File: src/rtl/switch_allocator_pkg.sv
// Router-wide NoC parameters and port encoding shared by the switch allocator,
// its interface and the bench.
package switch_allocator_pkg;

    localparam int PORT_NUM  = 5;
    localparam int VC_NUM    = 2;
    localparam int VC_SIZE   = (VC_NUM > 1) ? $clog2(VC_NUM) : 1;
    localparam int PORT_SIZE = $clog2(PORT_NUM);

    typedef enum logic [PORT_SIZE-1:0] {
        LOCAL = 0,
        NORTH = 1,
        SOUTH = 2,
        WEST  = 3,
        EAST  = 4
    } port_t;

    // Number of input ports whose stage-1 winner targets one output port.
    function automatic int unsigned count_ones(input logic [PORT_NUM-1:0] bits);
        int unsigned n;
        n = 0;
        for (int k = 0; k < PORT_NUM; k++) begin
            n += 32'(bits[k]);
        end
        return n;
    endfunction

endpackage

File: src/rtl/switch_allocator_if.sv
// Bundle between the input-buffer array / traversal stage (master) and the
// switch allocator (slave).
interface switch_allocator_if
    import switch_allocator_pkg::*;
#(
    parameter int CNT_WIDTH = 16
);

    logic  [PORT_NUM-1:0][VC_NUM-1:0]              request_i;
    port_t [PORT_NUM-1:0][VC_NUM-1:0]              out_port_i;
    logic  [PORT_NUM-1:0][VC_NUM-1:0][VC_SIZE-1:0] downstream_vc_i;
    logic  [PORT_NUM-1:0][VC_NUM-1:0]              on_off_i;
    logic  [PORT_NUM-1:0][VC_NUM-1:0]              grant_o;
    port_t [PORT_NUM-1:0]                          xbar_sel_o;
    logic  [PORT_NUM-1:0]                          valid_flit_o;
    logic  [PORT_NUM-1:0][CNT_WIDTH-1:0]           conflict_cnt_o;

    modport master (
        output request_i, out_port_i, downstream_vc_i, on_off_i,
        input  grant_o, xbar_sel_o, valid_flit_o, conflict_cnt_o
    );

    modport slave (
        input  request_i, out_port_i, downstream_vc_i, on_off_i,
        output grant_o, xbar_sel_o, valid_flit_o, conflict_cnt_o
    );

endinterface

File: src/rtl/switch_allocator_arbiter.sv
// Round-robin arbiter: one-hot grant searched from an internal pointer, which
// moves just past the winner only when the caller confirms the grant.
module round_robin_arbiter #(
    parameter int N = 2
) (
    input  logic         clk,
    input  logic         rst,
    input  logic [N-1:0] req,
    input  logic         update_i,
    output logic [N-1:0] grant
);

    localparam int IW = (N > 1) ? $clog2(N) : 1;

    logic [IW-1:0] ptr;
    logic [IW-1:0] win;

    // Scan farthest-first so the requester nearest the pointer overwrites the rest.
    always_comb begin
        int idx;
        grant = '0;
        win   = '0;
        idx   = 0;
        for (int k = N - 1; k >= 0; k--) begin
            idx = int'(ptr) + k;
            if (idx >= N) begin
                idx = idx - N;
            end
            if (req[IW'(idx)]) begin
                grant          = '0;
                grant[IW'(idx)] = 1'b1;
                win            = IW'(idx);
            end
        end
    end

    always_ff @(posedge clk or posedge rst) begin
        if (rst) begin
            ptr <= '0;
        end else if (update_i) begin
            ptr <= (win == IW'(N - 1)) ? '0 : win + 1'b1;
        end
    end

endmodule

File: src/rtl/switch_allocator.sv
// Separable input-first switch allocator with registered crossbar selects.
// Define SA_STATS_EN to build the per-output lost-contention counters.
module switch_allocator
    import switch_allocator_pkg::*;
#(
    parameter int CNT_WIDTH = 16
) (
    input logic               clk,
    input logic               rst,
    switch_allocator_if.slave sa
);

    logic  [PORT_NUM-1:0][VC_NUM-1:0]   eligible;
    logic  [PORT_NUM-1:0][VC_NUM-1:0]   s1_grant;
    logic  [PORT_NUM-1:0]               s1_valid;
    logic  [PORT_NUM-1:0]               in_win;
    port_t [PORT_NUM-1:0]               tgt;
    logic  [PORT_NUM-1:0][PORT_NUM-1:0] s2_req;
    logic  [PORT_NUM-1:0][PORT_NUM-1:0] s2_grant;
    port_t [PORT_NUM-1:0]               s2_winner;

    // Unroutable ports and downstream VCs that are switched off never compete.
    always_comb begin
        eligible = '0;
        for (int i = 0; i < PORT_NUM; i++) begin
            for (int v = 0; v < VC_NUM; v++) begin
                if (int'(sa.out_port_i[i][v]) < PORT_NUM) begin
                    eligible[i][v] = sa.request_i[i][v] &
                        sa.on_off_i[sa.out_port_i[i][v]][sa.downstream_vc_i[i][v]];
                end
            end
        end
    end

    for (genvar i = 0; i < PORT_NUM; i++) begin : g_vc_arb
        round_robin_arbiter #(.N(VC_NUM)) u_vc_arb (
            .clk      (clk),
            .rst      (rst),
            .req      (eligible[i]),
            .update_i (in_win[i]),
            .grant    (s1_grant[i])
        );
    end

    always_comb begin
        s1_valid = '0;
        s2_req   = '0;
        for (int i = 0; i < PORT_NUM; i++) begin
            tgt[i]      = LOCAL;
            s1_valid[i] = |s1_grant[i];
            for (int v = 0; v < VC_NUM; v++) begin
                if (s1_grant[i][v]) begin
                    tgt[i] = sa.out_port_i[i][v];
                end
            end
        end
        for (int o = 0; o < PORT_NUM; o++) begin
            for (int i = 0; i < PORT_NUM; i++) begin
                s2_req[o][i] = s1_valid[i] && (int'(tgt[i]) == o);
            end
        end
    end

    for (genvar o = 0; o < PORT_NUM; o++) begin : g_port_arb
        round_robin_arbiter #(.N(PORT_NUM)) u_port_arb (
            .clk      (clk),
            .rst      (rst),
            .req      (s2_req[o]),
            .update_i (|s2_grant[o]),
            .grant    (s2_grant[o])
        );
    end

    // Only a stage-2 win turns the stage-1 choice into a read strobe.
    always_comb begin
        in_win     = '0;
        sa.grant_o = '0;
        for (int o = 0; o < PORT_NUM; o++) begin
            s2_winner[o] = LOCAL;
            for (int i = 0; i < PORT_NUM; i++) begin
                if (s2_grant[o][i]) begin
                    in_win[i]    = 1'b1;
                    s2_winner[o] = port_t'(PORT_SIZE'(i));
                end
            end
        end
        for (int i = 0; i < PORT_NUM; i++) begin
            if (in_win[i] && !rst) begin
                sa.grant_o[i] = s1_grant[i];
            end
        end
    end

    always_ff @(posedge clk or posedge rst) begin
        if (rst) begin
            sa.valid_flit_o <= '0;
            for (int o = 0; o < PORT_NUM; o++) begin
                sa.xbar_sel_o[o] <= LOCAL;
            end
        end else begin
            for (int o = 0; o < PORT_NUM; o++) begin
                sa.valid_flit_o[o] <= |s2_grant[o];
                if (|s2_grant[o]) begin
                    sa.xbar_sel_o[o] <= s2_winner[o];
                end
            end
        end
    end

`ifdef SA_STATS_EN
    logic [PORT_NUM-1:0][CNT_WIDTH-1:0] cnt_q;
    logic [PORT_NUM-1:0][CNT_WIDTH-1:0] cnt_d;

    // Every stage-1 winner beyond the first on an output port lost a contention.
    always_comb begin
        int unsigned    n;
        logic [CNT_WIDTH:0] sum;
        n     = 0;
        sum   = '0;
        cnt_d = cnt_q;
        for (int o = 0; o < PORT_NUM; o++) begin
            n = count_ones(s2_req[o]);
            if (n >= 2) begin
                sum      = {1'b0, cnt_q[o]} + (CNT_WIDTH + 1)'(n - 1);
                cnt_d[o] = sum[CNT_WIDTH] ? '1 : sum[CNT_WIDTH-1:0];
            end
        end
    end

    always_ff @(posedge clk or posedge rst) begin
        if (rst) begin
            cnt_q <= '0;
        end else begin
            cnt_q <= cnt_d;
        end
    end

    assign sa.conflict_cnt_o = cnt_q;
`else
    assign sa.conflict_cnt_o = '0;
`endif

endmodule

File: src/flat_wrapper.sv
// flat-port wrapper written by rule: the top's interface ports become plain ports
module switch_allocator_flat import switch_allocator_pkg::*;
#(
    parameter int CNT_WIDTH = 16
)
  (clk, rst, sa_request_i, sa_out_port_i, sa_downstream_vc_i, sa_on_off_i, sa_grant_o, sa_xbar_sel_o, sa_valid_flit_o, sa_conflict_cnt_o);
  switch_allocator_if #(.CNT_WIDTH(CNT_WIDTH)) sa_i ();
  input logic clk;
  input logic rst;
  input wire logic [$bits(sa_i.request_i)-1:0] sa_request_i;
  input wire logic [$bits(sa_i.out_port_i)-1:0] sa_out_port_i;
  input wire logic [$bits(sa_i.downstream_vc_i)-1:0] sa_downstream_vc_i;
  input wire logic [$bits(sa_i.on_off_i)-1:0] sa_on_off_i;
  output wire logic [$bits(sa_i.grant_o)-1:0] sa_grant_o;
  output wire logic [$bits(sa_i.xbar_sel_o)-1:0] sa_xbar_sel_o;
  output wire logic [$bits(sa_i.valid_flit_o)-1:0] sa_valid_flit_o;
  output wire logic [$bits(sa_i.conflict_cnt_o)-1:0] sa_conflict_cnt_o;
  assign sa_i.request_i = sa_request_i;
  assign sa_i.out_port_i = sa_out_port_i;
  assign sa_i.downstream_vc_i = sa_downstream_vc_i;
  assign sa_i.on_off_i = sa_on_off_i;
  assign sa_grant_o = sa_i.grant_o;
  assign sa_xbar_sel_o = sa_i.xbar_sel_o;
  assign sa_valid_flit_o = sa_i.valid_flit_o;
  assign sa_conflict_cnt_o = sa_i.conflict_cnt_o;
  switch_allocator #(.CNT_WIDTH(CNT_WIDTH)) u_core (.clk(clk), .rst(rst), .sa(sa_i));
endmodule
File: config.mk
export PLATFORM = sky130hd
export DESIGN_NAME = switch_allocator_flat
export DESIGN_NICKNAME = d
export VERILOG_FILES = /design/src/rtl/switch_allocator_pkg.sv /design/src/rtl/switch_allocator_if.sv /design/src/rtl/switch_allocator_arbiter.sv /design/src/rtl/switch_allocator.sv /design/src/flat_wrapper.sv
export SDC_FILE = /design/constraint.sdc
export NUM_CORES = 1
export LEC_CHECK = 0
export ABC_CLOCK_PERIOD_IN_PS = 6890
export CORE_UTILIZATION = 25
export DETAILED_ROUTE_END_ITERATION = 16
export HOLD_SLACK_MARGIN = 0.1
export PLACE_DENSITY_LB_ADDON = 0.08
export SYNTH_ARGS = -nofsm -noshare
export SYNTH_HDL_FRONTEND = slang
export SYNTH_HIERARCHICAL = 1
export SYNTH_SLANG_ARGS = --single-unit
File: constraint.sdc
create_clock -name clk -period 6.89 [get_ports clk]
set_input_delay 1.378 -clock clk [delete_from_list [all_inputs] [get_ports clk]]
set_output_delay 1.378 -clock clk [all_outputs]
set_load 0.02 [all_outputs]
* Word level (Yosys, flattened, before mapping) *
Index checks and enable logic that the tools add are counted.
W data, S select, Z words.

operators by class
  bitwise logic cells = 5
  reduce and logical (&&, ||, !) cells = 81
  equality and inequality tests = 25
  $add $sub $neg = 70
  mux-type cells = 365
  $lt $le $gt $ge = 120

operators with widths
  operator               count
  $mux W3                70
  $mux W1                175
  $lt A3 B5 Y1 const B   25
  $mux W5                25
  $ge A4 B3 Y1 const B   20
  $bmux W1 S3            25
  $demux W1 S3           25
  $ge A3 B1 Y1 const B   25
  $sub A3 B3 Y3 const B  25
  $logic_and A1 B1 Y1    65
  $eq A3 B3 Y1 const B   20
  $mux W2                30
  $add A3 B2 Y4 const B  10
  $bmux W2 S3            5
  $lt A1 B3 Y1 const B   10
  $reduce_or A5 Y1       5
  $add A3 B1 Y4 const B  5
  $add A3 B3 Y4 const B  5
  $lt A3 B4 Y1 const B   5
  $add A3 B1 Y3 const B  5
  $eq A3 B2 Y1 const B   5
  $ge A3 B3 Y1 const B   5
  $logic_not A3 Y1       5
  $lt A3 B3 Y1 const B   5
  other kinds (11)       66

storage, ports and cells
  register bits after elaboration = 40
  bits of input ports = 62
  logic and storage cells = 682

* Logic depth before layout (Yosys ltp) *
Gate-level depths: netlist of run 1.

  depth in word-level cells = 29
  depth in mapped cells = 25
  depth with buffers taken out = 23

* Modules after synthesis *
Netlist of run 1, hierarchy kept.

by module, submodules not included
  module                                                     sequential area each (um2)  cells each  area each (um2)  times used
  round_robin_arbiter (u_core.g_port_arb[1].u_port_arb ...)  75.1                        248         1,796.7          3
  switch_allocator                                           500.5                       412         3,219.3          1
  round_robin_arbiter (u_core.g_port_arb[0].u_port_arb)      75.1                        228         1,624.1          1
  round_robin_arbiter (u_core.g_port_arb[4].u_port_arb)      75.1                        210         1,552.7          1
  round_robin_arbiter (u_core.g_vc_arb[0].u_vc_arb ...)      25.0                        7           58.8             5

* Worst setup path before layout of run 1 *
No wires, ideal clock.

  path type = input to output
  start point = input sa_out_port_i[18]
  end point = output sa_grant_o[4]
  data arrival time = 5.003 ns
  buffers on the path = 2
  path slack = 0.509 ns
  stages = 19
  cell sequence = buf_6 -> mux4_2 -> nand3_1 -> a21boi_1 -> nor2b_1 -> nor2b_1 -> a22o_1 -> nor2_1 -> clkbuf_1 -> mux4_2 -> a31oi_4 -> o31a_4 -> o311ai_4 -> o31ai_1 -> nand3_1 -> a221oi_1 -> nor3_1 -> a21oi_1 -> and2_1

RTL lines
  what         line                text
  from (decl)  flat_wrapper.sv:11  input wire logic [$bits(sa_i.out_port_i)-1:0] sa_out_port_i;
  to (decl)    flat_wrapper.sv:14  output wire logic [$bits(sa_i.grant_o)-1:0] sa_grant_o;

==> results of run 1 <==
-- through the flow --
stage / utilization (%) / hold WS (ps)
2_1_floorplan: - / 486
3_3_place_gp: 31.6 / 466
3_5_place_dp: 31.6 / 471
4_1_cts: 34.1 / 497
5_1_grt: 35.1 / 517
6_report: 35.1 / 486
-- cells in the final DEF, fill, tap and decap left out, drive strengths merged, types with 18 or more instances in the layout --
cell type      instances
a21o                  34
ha                    55
o211ai                23
clkdlybuf4s50         41
mux2                  24
a21oi                 80
dfrtp                 40
a211oi                36
nand2b                61
o21ai                 82
clkbuf                18
and3                  21
o21a                  21
buf                  354
inv                   93
xnor2                 19
nor3                  28
nand3                 48
nand2                120
and2                  30
mux2i                 42
conb                  90
nor2                 131
nor2b                 38
a31oi                 30
-- sequential cells by signal, indices dropped and copies added (netlist names) --
name	count
u_core/g_port_arb.u_port_arb/ptr	15
u_core/sa.xbar_sel_o	15
u_core/g_vc_arb.u_vc_arb/ptr	5
u_core/sa.valid_flit_o	5
-- worst max-delay path: stages --
cell      delay, ps
clkbuf_2        110
buf_6           130
nand2b_4         50
a31oi_2         230
o311ai_4        140
a21boi_2        170
nor2b_4         210
nor2b_4         230
a22o_4          170
nor2_4           60
mux4_2          490
nor3b_4         180
a31oi_4         170
o31a_4          180
o311ai_4         90
o31ai_2         240
nand3_1         140
a221oi_2        270
buf_4           190
nor3_4           50
a21oi_4         180
and2_4          190
buf_6           120
-- routing by layer --
layer	vias up	routed length, um	GRT usage (%)
li1	6277	-	-
met2	340	22600	32.6
met4	2	1400	6.43
met1	6203	21900	26.3
met3	57	1870	2.43
met5	-	11	0
-- what timing repair did --
item / in CTS / in global routing
pin swaps: 87 / 108
gates resized for setup: 231 / 180
hold buffers: 0 / 0
buffers inserted: 41 / 20
cloned: 0 / 0
endpoints found under the setup margin: 4 / 4
-- final cells by class --
class / count / area (um2) / area share (%)
multi-input cells: 1338 / 10300 / 64.6
repair buffers: 411 / 3370 / 21.1
flip-flops and latches: 40 / 1000 / 6.27
well taps: 600 / 751 / 4.70
inverters: 93 / 349 / 2.18
clock buffers: 7 / 153 / 0.955
clock inverters: 1 / 30.0 / 0.188
-- worst min path at each step --
stage / startpoint / endpoint
2_1_floorplan: u_core/g_vc_arb[0].u_vc_arb/ptr / u_core/g_vc_arb[0].u_vc_arb/ptr
3_3_place_gp: u_core/sa.xbar_sel_o[11] / u_core/sa.xbar_sel_o[11]
3_5_place_dp: u_core/sa.xbar_sel_o[11] / u_core/sa.xbar_sel_o[11]
4_1_cts: u_core/sa.xbar_sel_o[8] / u_core/sa.xbar_sel_o[8]
5_1_grt: u_core/sa.xbar_sel_o[8] / u_core/sa.xbar_sel_o[8]
6_report: u_core/sa.xbar_sel_o[8] / u_core/sa.xbar_sel_o[8]
==> run metrics, run 1 <==
status=finished, final reports clean; final hold violations=0; fin crit period=6750 ps; Design Area, Final=16000 um2; initial antenna violation count=2; vias=12900; Via density=~5.2; WL final=47800 um; Die W=217 um; hold-critical path depth=1; CP endpoint=sa_grant_o[4]; post-synthesis area per instance=7.35 um2; antenna fix cells=0; worst skew pair latency=330 ps; total grt overflow=0; Crit Path Class=input port to output port; final worst slack=136 ps; CTS tree=yes; R2R Setup Slk=2110 ps; Worst setup EP type=output port; CP arrival=5380 ps; Synthesis Warnings=6; first-pass GRT wire length=71800 um; Worst setup startpoint=sa_on_off_i[2]; FP Rows=78; core area=between 40000 and 50000 um2; largest net degree at the start of global routing=37; Clock Sinks=40; vias in the first global route=12400; Slew Limit Fails=0; setup violation total in the final timing report=0; worst clock skew=approximately 14 ps; drt wl/cell=about 19 um; Final period util=98.0%; reg2reg end=u_core/g_port_arb[3].u_port_arb/ptr[0]; Slew headroom=54.2%; Die Area=47200 um2; clock-pin slew on the worst setup and hold paths=70 ps; # IOs=172; net count reported at finish=between 2000 and 2500; setup tns final=0 ps; DRT Pass-1 Iters=5; Synth Cell Area=11600 um2; CTS Buf Count=5; Max Fanout on Critical Path=5; Clock Path Buffers=2; IO Port Bufs=75; critical path startpoint category=input port; DR iter-0 viols=803; # DRC=0; post-route ant nets=0; Placed Cells=~2400; Die H=approximately 220 um; area delta synth->final=38.0%; Syn Inst Count=1574; Worst Tran Pin Value=668 ps; Max Fclk=about 150 MHz; GP Congestion=0.900; Reg2Reg Depth=20; Worst Hold Class=flop to flop; root buf cell=clkbuf_16; Post-Layout Cell Count=2490; Reg2Reg Launch Point=u_core/g_port_arb[3].u_port_arb/ptr[1]; dpl cell area=approximately 14000 um2; final-layout fill cell count=4929; GR Util All Layers=19.7%; CP Data Required Time=between 5000 and 6000 ps; Final HPWL DP=38200 um; fraction of layout cells with a size suffix above 1=~34%; Max H-tree Level=2; Initial Util=25.5%; max-cap viol count=0; dpl ws=-1270 ps
Power of run 1 is left out: the tool's default activity adds up to more than one toggle a clock period on the data nets, which glitch-free logic cannot reach.
==> run 2: changes to the inputs <==
--- a/config.mk
+++ b/config.mk
@@ -6,6 +6,8 @@
 export NUM_CORES = 1
 export LEC_CHECK = 0
 export ABC_CLOCK_PERIOD_IN_PS = 6890
+export CAP_MARGIN = 10
+export CORE_ASPECT_RATIO = 1.2
 export CORE_UTILIZATION = 25
 export DETAILED_ROUTE_END_ITERATION = 16
 export HOLD_SLACK_MARGIN = 0.1
==> run 2 against run 1 <==
Final cell count grew 0.92%. Die area is essentially flat. Sequential share of layout area grew 0.083 points. First-iteration DRC count shrank 10%. Largest cell class unchanged.
==> run metrics, run 2 (same netlist as run 1, synthesis figures left out) <==
initial antenna violation count=3 (+1); Worst Hold Class=flop to flop; largest net degree at the start of global routing=37 (unchanged); # DRC=0 (unchanged); Die W=198 um (-8.6%); Clock Sinks=40 (unchanged); critical path startpoint category=input port; final-layout fill cell count=4978 (+0.99%); reg2reg end=u_core/g_port_arb[1].u_port_arb/ptr[2]; Max H-tree Level=2 (unchanged); Final HPWL DP=38400 um (+0.51%); Slew Limit Fails=0 (unchanged); hold-critical path depth=2 (+1); critical path, cell by cell=buf_2 > mux2i_1 > o211ai_1 > o311ai_4 > a21boi_2 > nor2b_4 > nor2b_4 > a22o_4 > nor2_4 > mux4_2 > nor3b_4 > a31oi_4 > o31a_4 > o311ai_4 > o31ai_2 > nand3_1 > a221oi_2 > buf_4 > nor3_4 > a21oi_2 > and2_4 > buf_6; dpl ws=-1280 ps (-12.7 ps); R2R Setup Slk=1900 ps (-210 ps); fraction of layout cells with a size suffix above 1=33.3% (-0.74 points); Worst setup EP type=output port; FP Rows=86 (+10%); Reg2Reg Depth=20 (unchanged); DR iter-0 viols=723 (-10%); total grt overflow=0 (unchanged); Reg2Reg Launch Point=u_core/g_port_arb[1].u_port_arb/ptr[2]; net count reported at finish=2017 (+0.30%); Largest regs=u_core/g_port_arb.u_port_arb/ptr (15), u_core/sa.xbar_sel_o (15); status=finished, final reports clean; dpl cell area=14300 um2 (-0.21%); # IOs=172 (unchanged); CTS tree=yes; WHS Endpoint=u_core/sa.xbar_sel_o[4]; Max Fanout on Critical Path=5 (unchanged); DRT Pass-1 Iters=5 (unchanged); Via density=5.12 (-1.0%); Critical Path Slowest Stage Cell=mux4_2; max-cap viol count=0 (unchanged); worst skew pair latency=320 ps (about the same); Crit Path Class=input port to output port; vias in the first global route=12400 (+0.23%); Design Area, Final=15800 um2 (-1.3%); Die H=238 um (+9.5%); CTS Buf Count=5 (unchanged); GR Util All Layers=19.8% (+0.16 points); post-route ant nets=0 (unchanged); Worst Tran Pin Value=831 ps (+163 ps); Final period util=99.8% (+1.8 points); setup violation total in the final timing report=0 (unchanged); critical hold path startpoint=u_core/sa.xbar_sel_o[4]; worst clock skew=15.2 ps (+1.05 ps); final hold violations=0 (unchanged); core area=45800 um2 (+0.79%); CP arrival=5500 ps (+120 ps); Clock Path Buffers=2 (unchanged); Initial Util=25.3% (-0.20 points); area delta synth->final=36.2%; IO Port Bufs=75 (unchanged); CTS hold repair buffers=0 (unchanged); Die Area=47200 um2 (about the same); fin crit period=6880 ps (+121 ps); Max Fclk=145 MHz (-1.8%); CP Data Required Time=5510 ps (about the same); fin util=34.4% (-0.73 points); register area=1000 um2 (unchanged); most frequent cells in the layout=buf_4 (327), nand2_1 (116), nor2_1 (112); WL final=47600 um (-0.35%); area of the multi-input gates=10200 um2 (-1.6%); vias=12900 (-0.10%); max incr delay on CP=470 ps (-20 ps); first-pass GRT wire length=71900 um (+0.13%); RSZ-0062 raised after global routing=true; final worst slack=14.2 ps (-121 ps); GP Congestion=0.890 (-1.1%); most common cell after layout, fill and taps aside=buf_4; drt wl/cell=18.9 um (-1.3%); clock-pin slew on the worst setup and hold paths=60 ps (about the same); root buf cell=clkbuf_16; Slew headroom=44.4% (-9.8 points)
==> run 2: changes by cell type in the layout (fill, tap and decap cells not counted), sizes merged, moves of 2 or more <==
cell,previous run,this run
buf,354,359
clkdlybuf4s15,0,2
dlygate4sd2,2,6
clkbuf,18,13
==> run 2: what timing repair did <==
action                     CTS  global route
setup endpoints to repair    4             4
pin swaps                   84           101
buffers inserted            39            17
gates resized for setup    227           110
cloned                       0             0
==> run 2: area by class of cell <==
| cell class | count | share of cell area (%) |
|---|---|---|
| Clock inverter | 2 | 0.103 |
| Timing Repair Buffer | 417 | 21.2 |
| Antenna cell | 1 | 0.0159 |
| Tap cell | 616 | 4.89 |
| Multi-Input combinational cell | 1338 | 64.4 |
| Clock buffer | 6 | 0.817 |
| Inverter | 93 | 2.21 |
| Sequential cell | 40 | 6.35 |
==> run 2: how the worst max path moves through the flow <==
stage / start / endpoint / slack (ps) / depth (start not counted)
CTS: sa_out_port_i[26] / sa_grant_o[6] / 1 / 25
finish: sa_out_port_i[20] / sa_grant_o[4] / 10 / 22
global route: sa_out_port_i[18] / sa_grant_o[4] / -120 / 22
detailed placement: sa_out_port_i[0] / sa_grant_o[6] / -1280 / 22
global placement: sa_out_port_i[0] / sa_grant_o[0] / -1290 / 23
floorplan: sa_out_port_i[18] / sa_grant_o[4] / 510 / 19
==> run 2: through the flow <==
stage               std cells  setup TNS, ps  hold WS (ps)
floorplan                1653              0           486
global placement         2453          -4920           472
detailed placement       2453          -5020           480
CTS                      2498              0           497
global route             2512           -368           515
finish                   2513              0           484
==> run 2: critical path, delay by kind of cell <==
| kind | cells | cell delay [ps] |
|---|---|---|
| AOI/OAI and AO/OA | 10 | 2020 |
| muxes | 2 | 590 |
| and+or+nand+nor | 7 | 1020 |
| buffers and inverters | 3 | 440 |
==> run 2: routing by layer <==
| layer | track usage [%] | wire length [um] |
|---|---|---|
| met5 | 0 | 26 |
| met4 | 5.59 | 1090 |
| met3 | 1.83 | 1800 |
| met2 | 34.6 | 23300 |
| met1 | 25.7 | 21400 |
Power of run 2 is left out for the same reason.
==> run 3: changes to the inputs <==
--- a/config.mk
+++ b/config.mk
@@ -5,7 +5,7 @@
 export SDC_FILE = /design/constraint.sdc
 export NUM_CORES = 1
 export LEC_CHECK = 0
-export ABC_CLOCK_PERIOD_IN_PS = 6890
+export ABC_CLOCK_PERIOD_IN_PS = 6450
 export CAP_MARGIN = 10
 export CORE_ASPECT_RATIO = 1.2
 export CORE_UTILIZATION = 25
==> constraint.sdc (replaced) <==
create_clock -name clk -period 6.45 [get_ports clk]
set_input_delay 1.29 -clock clk [delete_from_list [all_inputs] [get_ports clk]]
set_output_delay 1.29 -clock clk [all_outputs]
set_load 0.02 [all_outputs]
==> run 3 against run 2 <==
Cell area shrank 1.3%. Clock skew hardly changed. Sequential cell count unchanged. Non-clock buffer count down 3. Setup slack worse by 290 ps. Critical path depth grew 2. Sequential share of layout area up 0.081 points. The flow now finishes with violations (setup timing). Final cell count is the same. Critical path type unchanged. Register-to-register slack got worse by 130 ps. Clock-buffer cell count shrank 1.
==> run metrics, run 3 (same netlist as run 1, synthesis figures left out) <==
Final period util=104%; setup violation total in the final timing report=4 (+4); worst clock skew=14.8 ps (-0.437 ps); Max Fclk=149 MHz; GP Congestion=0.905 (+1.7%); drt wl/cell=19.1 um (+0.78%); net count reported at finish=2014 (-0.15%); CTS hold repair buffers=0 (unchanged); fin crit period=6730 ps; critical path startpoint category=input port; Die H=238 um (unchanged); vias in the first global route=12600 (+1.6%); GR Util All Layers=20.2% (+0.38 points); root buf cell=clkbuf_16; Final HPWL DP=39300 um (+2.3%); post-route ant nets=0 (unchanged); most common cell after layout, fill and taps aside=buf_4; final-layout fill cell count=5002 (+0.48%); Worst Hold Class=flop to flop; RSZ-0062 raised after global routing=true; FP Rows=86 (unchanged); Slew Limit Fails=0 (unchanged); Slew headroom=37.0% (-7.4 points); Max H-tree Level=2 (unchanged); status=complete, but fails checks; IO Port Bufs=75 (unchanged); Die Area=47200 um2 (unchanged); CTS Buf Count=5 (unchanged); worst skew pair latency=320 ps (about the same); initial antenna violation count=5 (+2); DR iter-0 viols=686 (-5.1%); Initial Util=25.3% (unchanged); Clock Sinks=40 (unchanged); final hold violations=0 (unchanged); total grt overflow=0 (unchanged); CTS tree=yes; CP arrival=5440 ps (-60 ps); # DRC=0 (unchanged); Worst Tran Pin Value=942 ps (+111 ps); core area=45800 um2 (unchanged); Hold Worst Slack=484 ps (+0.361 ps); largest net degree at the start of global routing=37 (unchanged); failing checks=setup timing; first-pass GRT wire length=73500 um (+2.2%); fraction of layout cells with a size suffix above 1=31.2% (-2.0 points); Clock Path Buffers=2 (unchanged); vias=12900 (+0.33%); most frequent cells in the layout=buf_4 (323), nand2_1 (119), nor2_1 (108); DRT Pass-1 Iters=5 (unchanged); fin util=34.0% (-0.43 points); Max Fanout on Critical Path=4 (-1); Largest regs=u_core/g_port_arb.u_port_arb/ptr (15), u_core/sa.xbar_sel_o (15); Crit Path Class=input port to output port; # IOs=172 (unchanged); final worst slack=-277 ps (-291 ps); CP Data Required Time=5160 ps (-350 ps); Via density=5.14 (+0.33%); max-cap viol count=0 (unchanged); area delta synth->final=34.5%; clock-pin slew on the worst setup and hold paths=60 ps (about the same); Die W=198 um (unchanged); WL final=48000 um (+0.78%); Worst setup EP type=output port
[run 3: cell count changes in the layout (fill, tap and decap cells not counted), sizes merged]
cell           before  now
dlymetal6s2s        2    0
clkdlybuf4s15       2    6
clkbuf             13    6
clkinv              1    0
bufinv              0    2
buf               359  360
diode               1    5
clkinvlp            1    0
[run 3: what timing repair did]
item / in CTS / in global routing
buffers inserted: 37 / 10
pin swaps: 76 / 29
setup endpoints to repair: 4 / 4
gates resized for setup: 270 / 15
endpoints found under the hold margin: 0 / 0
[run 3: final cells by class]
class	instances	area, um2	share of cell area, %
Clock inverter	2	60.1	0.386
Tap cell	616	771	4.95
Inverter	93	349	2.24
Antenna cell	5	12.5	0.0804
Sequential cell	40	1000	6.43
Clock buffer	5	125	0.804
Timing Repair Buffer	414	3350	21.5
Multi-Input combinational cell	1338	9900	63.6
[run 3: worst max-delay path, cell delays in order]
cell,delay (ps)
buf_8,100
buf_6,100
mux2i_1,110
o211ai_1,290
o311ai_4,160
a21boi_2,230
nor2b_4,200
nor2b_4,180
a22o_4,140
buf_4,110
nor2_4,40
mux4_2,480
nor3b_4,180
a31oi_4,180
o31a_4,180
o311ai_4,90
buf_6,160
o31a_1,240
o221ai_1,140
a32o_2,290
nor3_4,70
a21oi_2,160
and2_4,200
buf_6,110
[run 3: path summary, 6_finish.rpt]
kind                            cells after the start                                    from  slack, ps                                     end
worst max register to register                     20  u_core/g_port_arb[2].u_port_arb/ptr[0]       1770  u_core/g_port_arb[2].u_port_arb/ptr[0]
max in group asynchronous                           4                                     rst       3770               u_core/sa.valid_flit_o[0]
worst max-delay path                               24                       sa_out_port_i[20]       -280                           sa_grant_o[6]
min in group asynchronous                           2                                     rst       1740         u_core/g_vc_arb[2].u_vc_arb/ptr
worst min-delay path                                2                 u_core/sa.xbar_sel_o[4]        480                 u_core/sa.xbar_sel_o[4]
worst min register to register                      2                 u_core/sa.xbar_sel_o[4]        480                 u_core/sa.xbar_sel_o[4]
[run 3: through the flow]
stage	setup slack, ps	instance area (um2)	setup TNS (ps)	cells
after floorplan	245	11900	0	1653
after global placement	-1630	14400	-8580	2459
after detailed placement	-1640	14400	-8720	2459
after CTS	-203	15500	-655	2499
after global routing	-511	15600	-1950	2508
final	-277	15600	-981	2513
[run 3: layer usage]
| layer | vias to the layer above | wire, um | global-route usage, % |
|---|---|---|---|
| li1 | 6305 | - | - |
| met1 | 6220 | 21300 | 26.1 |
| met2 | 336 | 23700 | 35.6 |
| met3 | 46 | 2020 | 1.60 |
| met4 | 2 | 1040 | 5.52 |
| met5 | - | 11 | 0 |
Power of run 3 is left out for the same reason.
